$ cat src/rtl/uart_arb_pkg.sv
// Shared types and helpers for the UART transmit arbiter.
// Contains the arbiter state encoding and the round-robin pointer advance.
package uart_arb_pkg;

  typedef enum logic [1:0] {
    IDLE = 2'd0,
    SEND = 2'd1,
    HOLD = 2'd2
  } arb_state_t;

  // Pointer that follows requester g: one past it, wrapping back to 0.
  function automatic logic [31:0] next_ptr(input logic [31:0] g,
                                           input logic [31:0] num_req);
    if (g == (num_req - 32'd1)) begin
      next_ptr = 32'd0;
    end else begin
      next_ptr = g + 32'd1;
    end
  endfunction

endpackage

$ cat src/rtl/rr_pick.sv
// Combinational round-robin picker.
// Searches req_i starting at ptr_i, then ptr_i+1, ... modulo NUM_REQ, and
// reports the first set bit as a one-hot grant and as an index.
module rr_pick
  import uart_arb_pkg::*;
#(
  parameter  int NUM_REQ = 4,
  localparam int ID_W    = $clog2(NUM_REQ)
) (
  input  logic [NUM_REQ-1:0] req_i,
  input  logic [ID_W-1:0]    ptr_i,
  output logic [NUM_REQ-1:0] gnt_o,
  output logic [ID_W-1:0]    idx_o,
  output logic               any_o
);

  logic [ID_W-1:0] cand_s;

  // Walk the requesters from the pointer position and keep the first hit.
  always_comb begin
    gnt_o  = '0;
    idx_o  = '0;
    any_o  = 1'b0;
    cand_s = '0;
    for (int i = 0; i < NUM_REQ; i++) begin
      cand_s = ID_W'((int'(ptr_i) + i) % NUM_REQ);
      if (!any_o && req_i[cand_s]) begin
        any_o         = 1'b1;
        gnt_o[cand_s] = 1'b1;
        idx_o         = cand_s;
      end else begin
        any_o = any_o;
      end
    end
  end

endmodule

$ cat src/rtl/uart_tx_arbiter.sv
// Round-robin arbiter sharing one UART transmitter among NUM_REQ byte sources.
// An accepted byte is registered and held on tx_data/tx_valid until the
// transmitter takes it; the arbiter then re-arbitrates (peak 1 byte / 2 cycles).
// Optional build macro UART_ARB_LOCK_EN: keep the grant for a whole packet
// (until a byte with req_last=1 is sent) using the HOLD state.
module uart_tx_arbiter
  import uart_arb_pkg::*;
#(
  parameter  int NUM_REQ    = 4,
  parameter  int DATA_WIDTH = 8,
  localparam int ID_W       = $clog2(NUM_REQ)
) (
  input  logic                          clk,
  input  logic                          rst,
  input  logic [NUM_REQ-1:0]            req_valid,
  input  logic [NUM_REQ*DATA_WIDTH-1:0] req_data,
  input  logic [NUM_REQ-1:0]            req_last,
  output logic [NUM_REQ-1:0]            req_ready,
  output logic [DATA_WIDTH-1:0]         tx_data,
  output logic                          tx_valid,
  input  logic                          tx_ready,
  output logic [ID_W-1:0]               grant_id,
  output logic                          busy
);

  arb_state_t            state_q;
  logic [ID_W-1:0]       ptr_q;
  logic [ID_W-1:0]       ptr_d;
  logic [DATA_WIDTH-1:0] tx_data_q;
  logic                  tx_valid_q;
  logic [ID_W-1:0]       grant_q;

  logic [NUM_REQ-1:0]    pick_gnt_s;
  logic [ID_W-1:0]       pick_idx_s;
  logic                  pick_any_s;

  logic [NUM_REQ-1:0]    grant_mask_s;
  logic [ID_W-1:0]       acc_idx_s;
  logic                  acc_s;
  logic [DATA_WIDTH-1:0] acc_data_s;

`ifdef UART_ARB_LOCK_EN
  logic                  last_q;
  logic                  acc_last_s;
`else
  logic                  unused_last_s;
  assign unused_last_s = ^req_last;
`endif

  rr_pick #(
    .NUM_REQ (NUM_REQ)
  ) u_pick (
    .req_i (req_valid),
    .ptr_i (ptr_q),
    .gnt_o (pick_gnt_s),
    .idx_o (pick_idx_s),
    .any_o (pick_any_s)
  );

  // The requester just served gets lowest priority in the next arbitration.
  assign ptr_d = ID_W'(next_ptr(32'(grant_q), 32'(NUM_REQ)));

  // Decide which requester may hand over a byte this cycle.
  always_comb begin
    grant_mask_s = '0;
    acc_idx_s    = '0;
    acc_s        = 1'b0;
    if (state_q == IDLE) begin
      grant_mask_s = pick_gnt_s;
      acc_idx_s    = pick_idx_s;
      acc_s        = pick_any_s;
    end
`ifdef UART_ARB_LOCK_EN
    else if (state_q == HOLD) begin
      for (int i = 0; i < NUM_REQ; i++) begin
        grant_mask_s[i] = (ID_W'(i) == grant_q);
      end
      acc_idx_s = grant_q;
      acc_s     = req_valid[grant_q];
    end
`endif
    else begin
      grant_mask_s = '0;
      acc_idx_s    = '0;
      acc_s        = 1'b0;
    end
  end

  // Select the byte (and last flag) of the requester allowed to hand over.
  always_comb begin
    acc_data_s = '0;
`ifdef UART_ARB_LOCK_EN
    acc_last_s = 1'b0;
`endif
    for (int i = 0; i < NUM_REQ; i++) begin
      if (grant_mask_s[i]) begin
        acc_data_s = acc_data_s | req_data[i*DATA_WIDTH +: DATA_WIDTH];
`ifdef UART_ARB_LOCK_EN
        acc_last_s = acc_last_s | req_last[i];
`endif
      end else begin
        acc_data_s = acc_data_s;
      end
    end
  end

  // Ready is combinational from the current state; reset masks it so no
  // handshake can complete while the arbiter is being cleared.
  always_comb begin
    if (rst) begin
      req_ready = '0;
    end else begin
      req_ready = grant_mask_s;
    end
  end

  // Arbiter FSM with the registered byte, grant, pointer and packet state.
  always_ff @(posedge clk) begin
    if (rst) begin
      state_q    <= IDLE;
      ptr_q      <= '0;
      tx_data_q  <= '0;
      tx_valid_q <= 1'b0;
      grant_q    <= '0;
`ifdef UART_ARB_LOCK_EN
      last_q     <= 1'b0;
`endif
    end else begin
      case (state_q)
        IDLE: begin
          if (acc_s) begin
            tx_data_q  <= acc_data_s;
            tx_valid_q <= 1'b1;
            grant_q    <= acc_idx_s;
`ifdef UART_ARB_LOCK_EN
            last_q     <= acc_last_s;
`endif
            state_q    <= SEND;
          end
        end
        SEND: begin
          if (tx_ready) begin
            tx_valid_q <= 1'b0;
`ifdef UART_ARB_LOCK_EN
            if (!last_q) begin
              state_q <= HOLD;
            end else begin
              ptr_q   <= ptr_d;
              state_q <= IDLE;
            end
`else
            ptr_q   <= ptr_d;
            state_q <= IDLE;
`endif
          end
        end
`ifdef UART_ARB_LOCK_EN
        HOLD: begin
          if (acc_s) begin
            tx_data_q  <= acc_data_s;
            tx_valid_q <= 1'b1;
            last_q     <= acc_last_s;
            state_q    <= SEND;
          end
        end
`endif
        default: begin
          tx_valid_q <= 1'b0;
          state_q    <= IDLE;
        end
      endcase
    end
  end

  assign tx_data  = tx_data_q;
  assign tx_valid = tx_valid_q;
  assign grant_id = grant_q;
  assign busy     = (state_q != IDLE);

endmodule

$ cat config.mk
export PLATFORM = sky130hd
export DESIGN_NAME = uart_tx_arbiter
export DESIGN_NICKNAME = d
export VERILOG_FILES = /design/src/rtl/uart_arb_pkg.sv /design/src/rtl/rr_pick.sv /design/src/rtl/uart_tx_arbiter.sv
export SDC_FILE = /design/constraint.sdc
export NUM_CORES = 1
export LEC_CHECK = 0
export CORE_MARGIN = 2
export CORE_UTILIZATION = 40
export CTS_CLUSTER_DIAMETER = 80
export CTS_CLUSTER_SIZE = 12
export DETAILED_ROUTE_END_ITERATION = 8
export HOLD_SLACK_MARGIN = 0.05
export PLACE_DENSITY = 0.88
export SETUP_SLACK_MARGIN = 0.1
export SYNTH_ARGS = -nofsm -noshare
export SYNTH_HDL_FRONTEND = slang
export SYNTH_SLANG_ARGS = --single-unit
$ cat constraint.sdc
create_clock -name clk -period 4.3 [get_ports clk]
set_input_delay 0.86 -clock clk [delete_from_list [all_inputs] [get_ports clk]]
set_output_delay 0.86 -clock clk [all_outputs]
set_load 0.01 [all_outputs]
==> summary by stage <==
Timing
The count of final setup violators is 0. Between clock sinks in the finished design, the worst skew comes to 0.00388 ns. Setup repair after global routing left no endpoint under its margin. Across all setup checks in the final design, the least slack found is about 0.46 ns. Summed over all failing endpoints, the final setup total negative slack is 0 ns. For the pin with the worst max-slew slack, the measured transition is 0.829 ns. Measured against its own limit, the worst slew margin works out to 44.5%. The number of hold-slack violations in the final timing report is 0. The number of pins exceeding their max-slew limit in the final report was 0.

Hold is met by between 0.4 and 0.5 ns. The share of the clock period used by the worst path after layout is between 80% and 90%. The highest achievable clock rate is 0.260 GHz. The clock period could shrink to a little under 4 ns.

Clock tree
CTS built an H-tree with a depth of 1. In this run the deepest clock path goes through 2 buffers. The TritonCTS buffer count is 3. The clock reaches the later pin of the worst-skew pair after roughly 0.28 ns.

After clock tree synthesis, the clock-pin slew on the worst setup and hold paths is 0.08 ns. The clock net sink count is 13. In this run the clock root is driven by a sky130_fd_sc_hd__clkbuf_4. Hold repair after CTS inserted 0 buffers. The TritonCTS clock tree is done.

Synth
The synthesized-area fraction occupied by and/or/nand/nor cells is 24.9%. For this run, the number of Yosys warnings is 0. Counting flops with an async set or reset pin after synthesis yields a share of 0%.

The net count after synthesis is around 200. The number of different library cells in the post-synthesis netlist is between 40 and 50. In the synthesized netlist, mux cells make up about an eighth of the area. Of the synthesized area, sequential elements account for between 20% and 30%. The mean post-synth cell area is around 8.5 um^2. By area, the combinational part of the netlist is dominated by compound AO/OA/AOI/OAI gates. The flip-flop and latch count after synthesis is 13. The synthesized netlist cell count is 151. The number of flops mapped to enable cells by yosys is 0. Of the total synthesized cell area, the portion taken by XOR and XNOR cells is less than 1%. The synthesized netlist devotes 8.73% of its cell area to adder and majority cells. The fraction of the mapped netlist area in compound gates is about 27%. For this run, the leading register cell type out of synthesis is sky130_fd_sc_hd__dfxtp_1. The mapped cell area is 1290 um^2.

GRT
The largest net degree at the start of global routing is 21. Global routing used between 20% and 30% of the available tracks. The initial antenna violation count is 0. The number of global-route vias before repair is between 1000 and 1500. The first global-routing pass estimated 5.85 mm of wire. The aggregate global routing overflow is 0.

Placement
Once placement finished, the instance area stood at 1880 um^2. The HPWL after detailed placement is about 3 mm. The number of buffers inserted by port buffering is 54. At the end of routability-driven placement, the weighted congestion stood at roughly 0.84.

Before CTS, the worst setup slack after placement is approximately 0.054 ns.

Die
The core footprint is about 3100 um^2. From bottom edge to top edge, the die measures about 60 um. For this design the top-level I/O count stands at slightly below 60. The floorplan has 20 rows. The starting density of the core is around 42%.

The chip width is between 60 and 70 um. The area of the die is about 3700 um^2.

Final layout
The utilization after layout is a little under two thirds. The layout cell share with drive strength beyond 1 is about an eighth. The filler cell count in the final layout is roughly 260. The final net count is 263. The repair_antennas step left the layout with diodes totalling 0. After routing the design area is between 1500 and 2000 um^2. The top cell types in the final layout, fill and taps aside, are sky130_fd_sc_hd__clkdlybuf4s50_1 (50), sky130_fd_sc_hd__nand2_1 (19), sky130_fd_sc_hd__nor2_1 (14).

The area growth from synthesis to layout is 50.8%. The most frequent standard cell in the layout excluding fill and tap cells is sky130_fd_sc_hd__clkdlybuf4s50_1.

Worst hold path
The worst min-delay path category is reg2reg. The worst hold path was traced through 2 stages. The startpoint identified for the worst hold timing path is tx_data[6].

The end of the worst hold path is tx_data[6].

Power
IR analysis of the VDD net gives a maximum drop of 0.129 mV. The power density over the cells is roughly 260 nW/um^2. The analysis attributes to cell leakage a power of ~0.00077 uW.

Drt
Using the TritonRoute via totals, the vias-per-cell ratio works out to between 5 and 6. Once detail routing completed, the nets flagged for antenna violations numbered 0. Before antenna repair, the detailed router went through 4 iterations. The DRC violation total after the first TritonRoute iteration is 68. Summing over every cut layer, the via total after detailed routing is about 1400. In the routed design, unresolved DRC markers number 0. Summed over all layers, the routed wires come to ~4 mm. Dividing the detail-routed wire length by the instance count gives 15.4 um.

Worst setup path
The data required time at the worst endpoint is about 3.4 ns. The critical path is of the in2out type. Together, buffers and inverters on the worst path number 3. The destination of the worst register-to-register timing path is tx_data[7]. STA classifies the critical path endpoint as an output port.

The critical-path maximum fanout is 8. For flop-to-flop paths, the worst setup slack is around 1.4 ns. Among cell families on the critical path, the largest total delay comes from buffers and inverters. In this design, the stage delay of the slowest critical-path cell is 0.57 ns. The cell depth of the worst flop-to-flop path is 9.

The worst register-to-register path begins at ptr_q[0]. The standard cell with the maximum stage delay on the critical path is sky130_fd_sc_hd__mux4_2. The critical path goes through clkdlybuf4s50_1 > mux4_2 > buf_4 > a31o_1 > a221oi_2 > o21ai_2 > nor3b_1 > dlymetal6s2s_1.

The critical path startpoint category is a primary input. The signal arrival time at the worst endpoint is 2.98 ns.

Run status
The run finished with clean final reports.

Run
The count of maximum capacitance violations is 0.
-- flip-flops by register name (all words and copies together), names as in the netlist --
register  count
tx_valid      1
tx_data       8
grant_id      2
ptr_q         2
-- area by class of cell --
| type | count | area (um^2) | share of cell area [%] |
|---|---|---|---|
| clock buffer | 4 | 26.3 | 1.35 |
| tap | 44 | 55.1 | 2.83 |
| timing repair buffer | 66 | 641 | 32.9 |
| inverter | 5 | 18.8 | 0.965 |
| multi-input combinational | 122 | 945 | 48.6 |
| sequential | 13 | 260 | 13.4 |
-- worst max path at each step --
stage / startpoint / to / slack [ns] / depth (start not counted)
2_1_floorplan: ptr_q[0] / req_ready[0] / 0.73 / 10
3_3_place_gp: req_valid[2] / req_ready[0] / 0.14 / 7
3_5_place_dp: req_valid[2] / req_ready[0] / 0.05 / 7
4_1_cts: req_valid[2] / req_ready[0] / 0.11 / 7
5_1_grt: req_valid[1] / req_ready[0] / 0.34 / 8
6_report: req_valid[1] / req_ready[0] / 0.46 / 8
-- cells in the mapped netlist (2+ instances only) --
library cell / count / area (um^2)
sky130_fd_sc_hd__a211oi_1: 2 / 15.0
sky130_fd_sc_hd__buf_6: 2 / 22.5
sky130_fd_sc_hd__ha_1: 9 / 113
sky130_fd_sc_hd__buf_4: 2 / 15.0
sky130_fd_sc_hd__buf_2: 2 / 10.0
sky130_fd_sc_hd__inv_1: 4 / 15.0
sky130_fd_sc_hd__a311oi_1: 8 / 70.1
sky130_fd_sc_hd__nand3b_1: 2 / 15.0
sky130_fd_sc_hd__nor2_1: 14 / 52.6
sky130_fd_sc_hd__nand2b_1: 12 / 75.1
sky130_fd_sc_hd__mux4_2: 4 / 90.1
sky130_fd_sc_hd__nor3b_1: 2 / 15.0
sky130_fd_sc_hd__a22oi_1: 2 / 15.0
sky130_fd_sc_hd__nor3_1: 3 / 15.0
sky130_fd_sc_hd__o21ai_1: 2 / 10.0
sky130_fd_sc_hd__a221oi_1: 8 / 70.1
sky130_fd_sc_hd__dfxtp_1: 13 / 260
sky130_fd_sc_hd__o22ai_1: 3 / 18.8
sky130_fd_sc_hd__clkbuf_1: 4 / 15.0
sky130_fd_sc_hd__mux2i_1: 5 / 50.1
sky130_fd_sc_hd__a21oi_1: 6 / 30.0
sky130_fd_sc_hd__nand2_1: 19 / 71.3
-- power by group --
part / switching (uW) / internal [uW] / leakage [uW]
Sequential: 11.6 / 137 / 0.000108
Clock: 42.9 / 36.1 / 0.0000150
Combinational: 128 / 146 / 0.000645
Total: 183 / 319 / 0.000768
-- worst register-to-register path: cells and delay by family (launching register included) --
kind                       cells  cell delay [ns]
adders and majority gates      1             0.47
AOI/OAI and AO/OA              3             1.02
muxes                          1             0.32
DFF                            1             0.35
and+or+nand+nor                1             0.23
buffers and inverters          3             0.38
-- what timing repair did --
| action | 4_1_cts | 5_1_grt |
|---|---|---|
| buffers inserted | 2 | 2 |
| gates cloned | 0 | 0 |
| pin swaps | 0 | 1 |
| resized for setup | 0 | 4 |
| endpoints found under the setup margin | 1 | 4 |
-- per-stage QoR --
| step | power [uW] | cells |
|---|---|---|
| after floorplan | 305 | 151 |
| after global placement | 408 | 246 |
| after detailed placement | 417 | 246 |
| after CTS | 501 | 252 |
| after global routing | 535 | 254 |
| final | 502 | 254 |
-- routing by layer --
layer  part of all wire, %  wire length, um  vias to the layer above  track usage, %
li1                      -                -                      687               -
met2                    54             2120                       45            36.1
met5                     0                0                        -               0
met4                  0.25               10                        0            5.90
met3                   4.5              178                        2            4.26
met1                    41             1610                      700            26.9
-- cells by family after synthesis --
| family | Yosys count |
|---|---|
| xor+xnor | 1 |
| mux | 10 |
| simple gates | 60 |
| flops | 13 |
| buf+inv | 16 |
| fa+ha+maj | 9 |
| compound gates | 42 |
(Power assumes the default switching activity.)
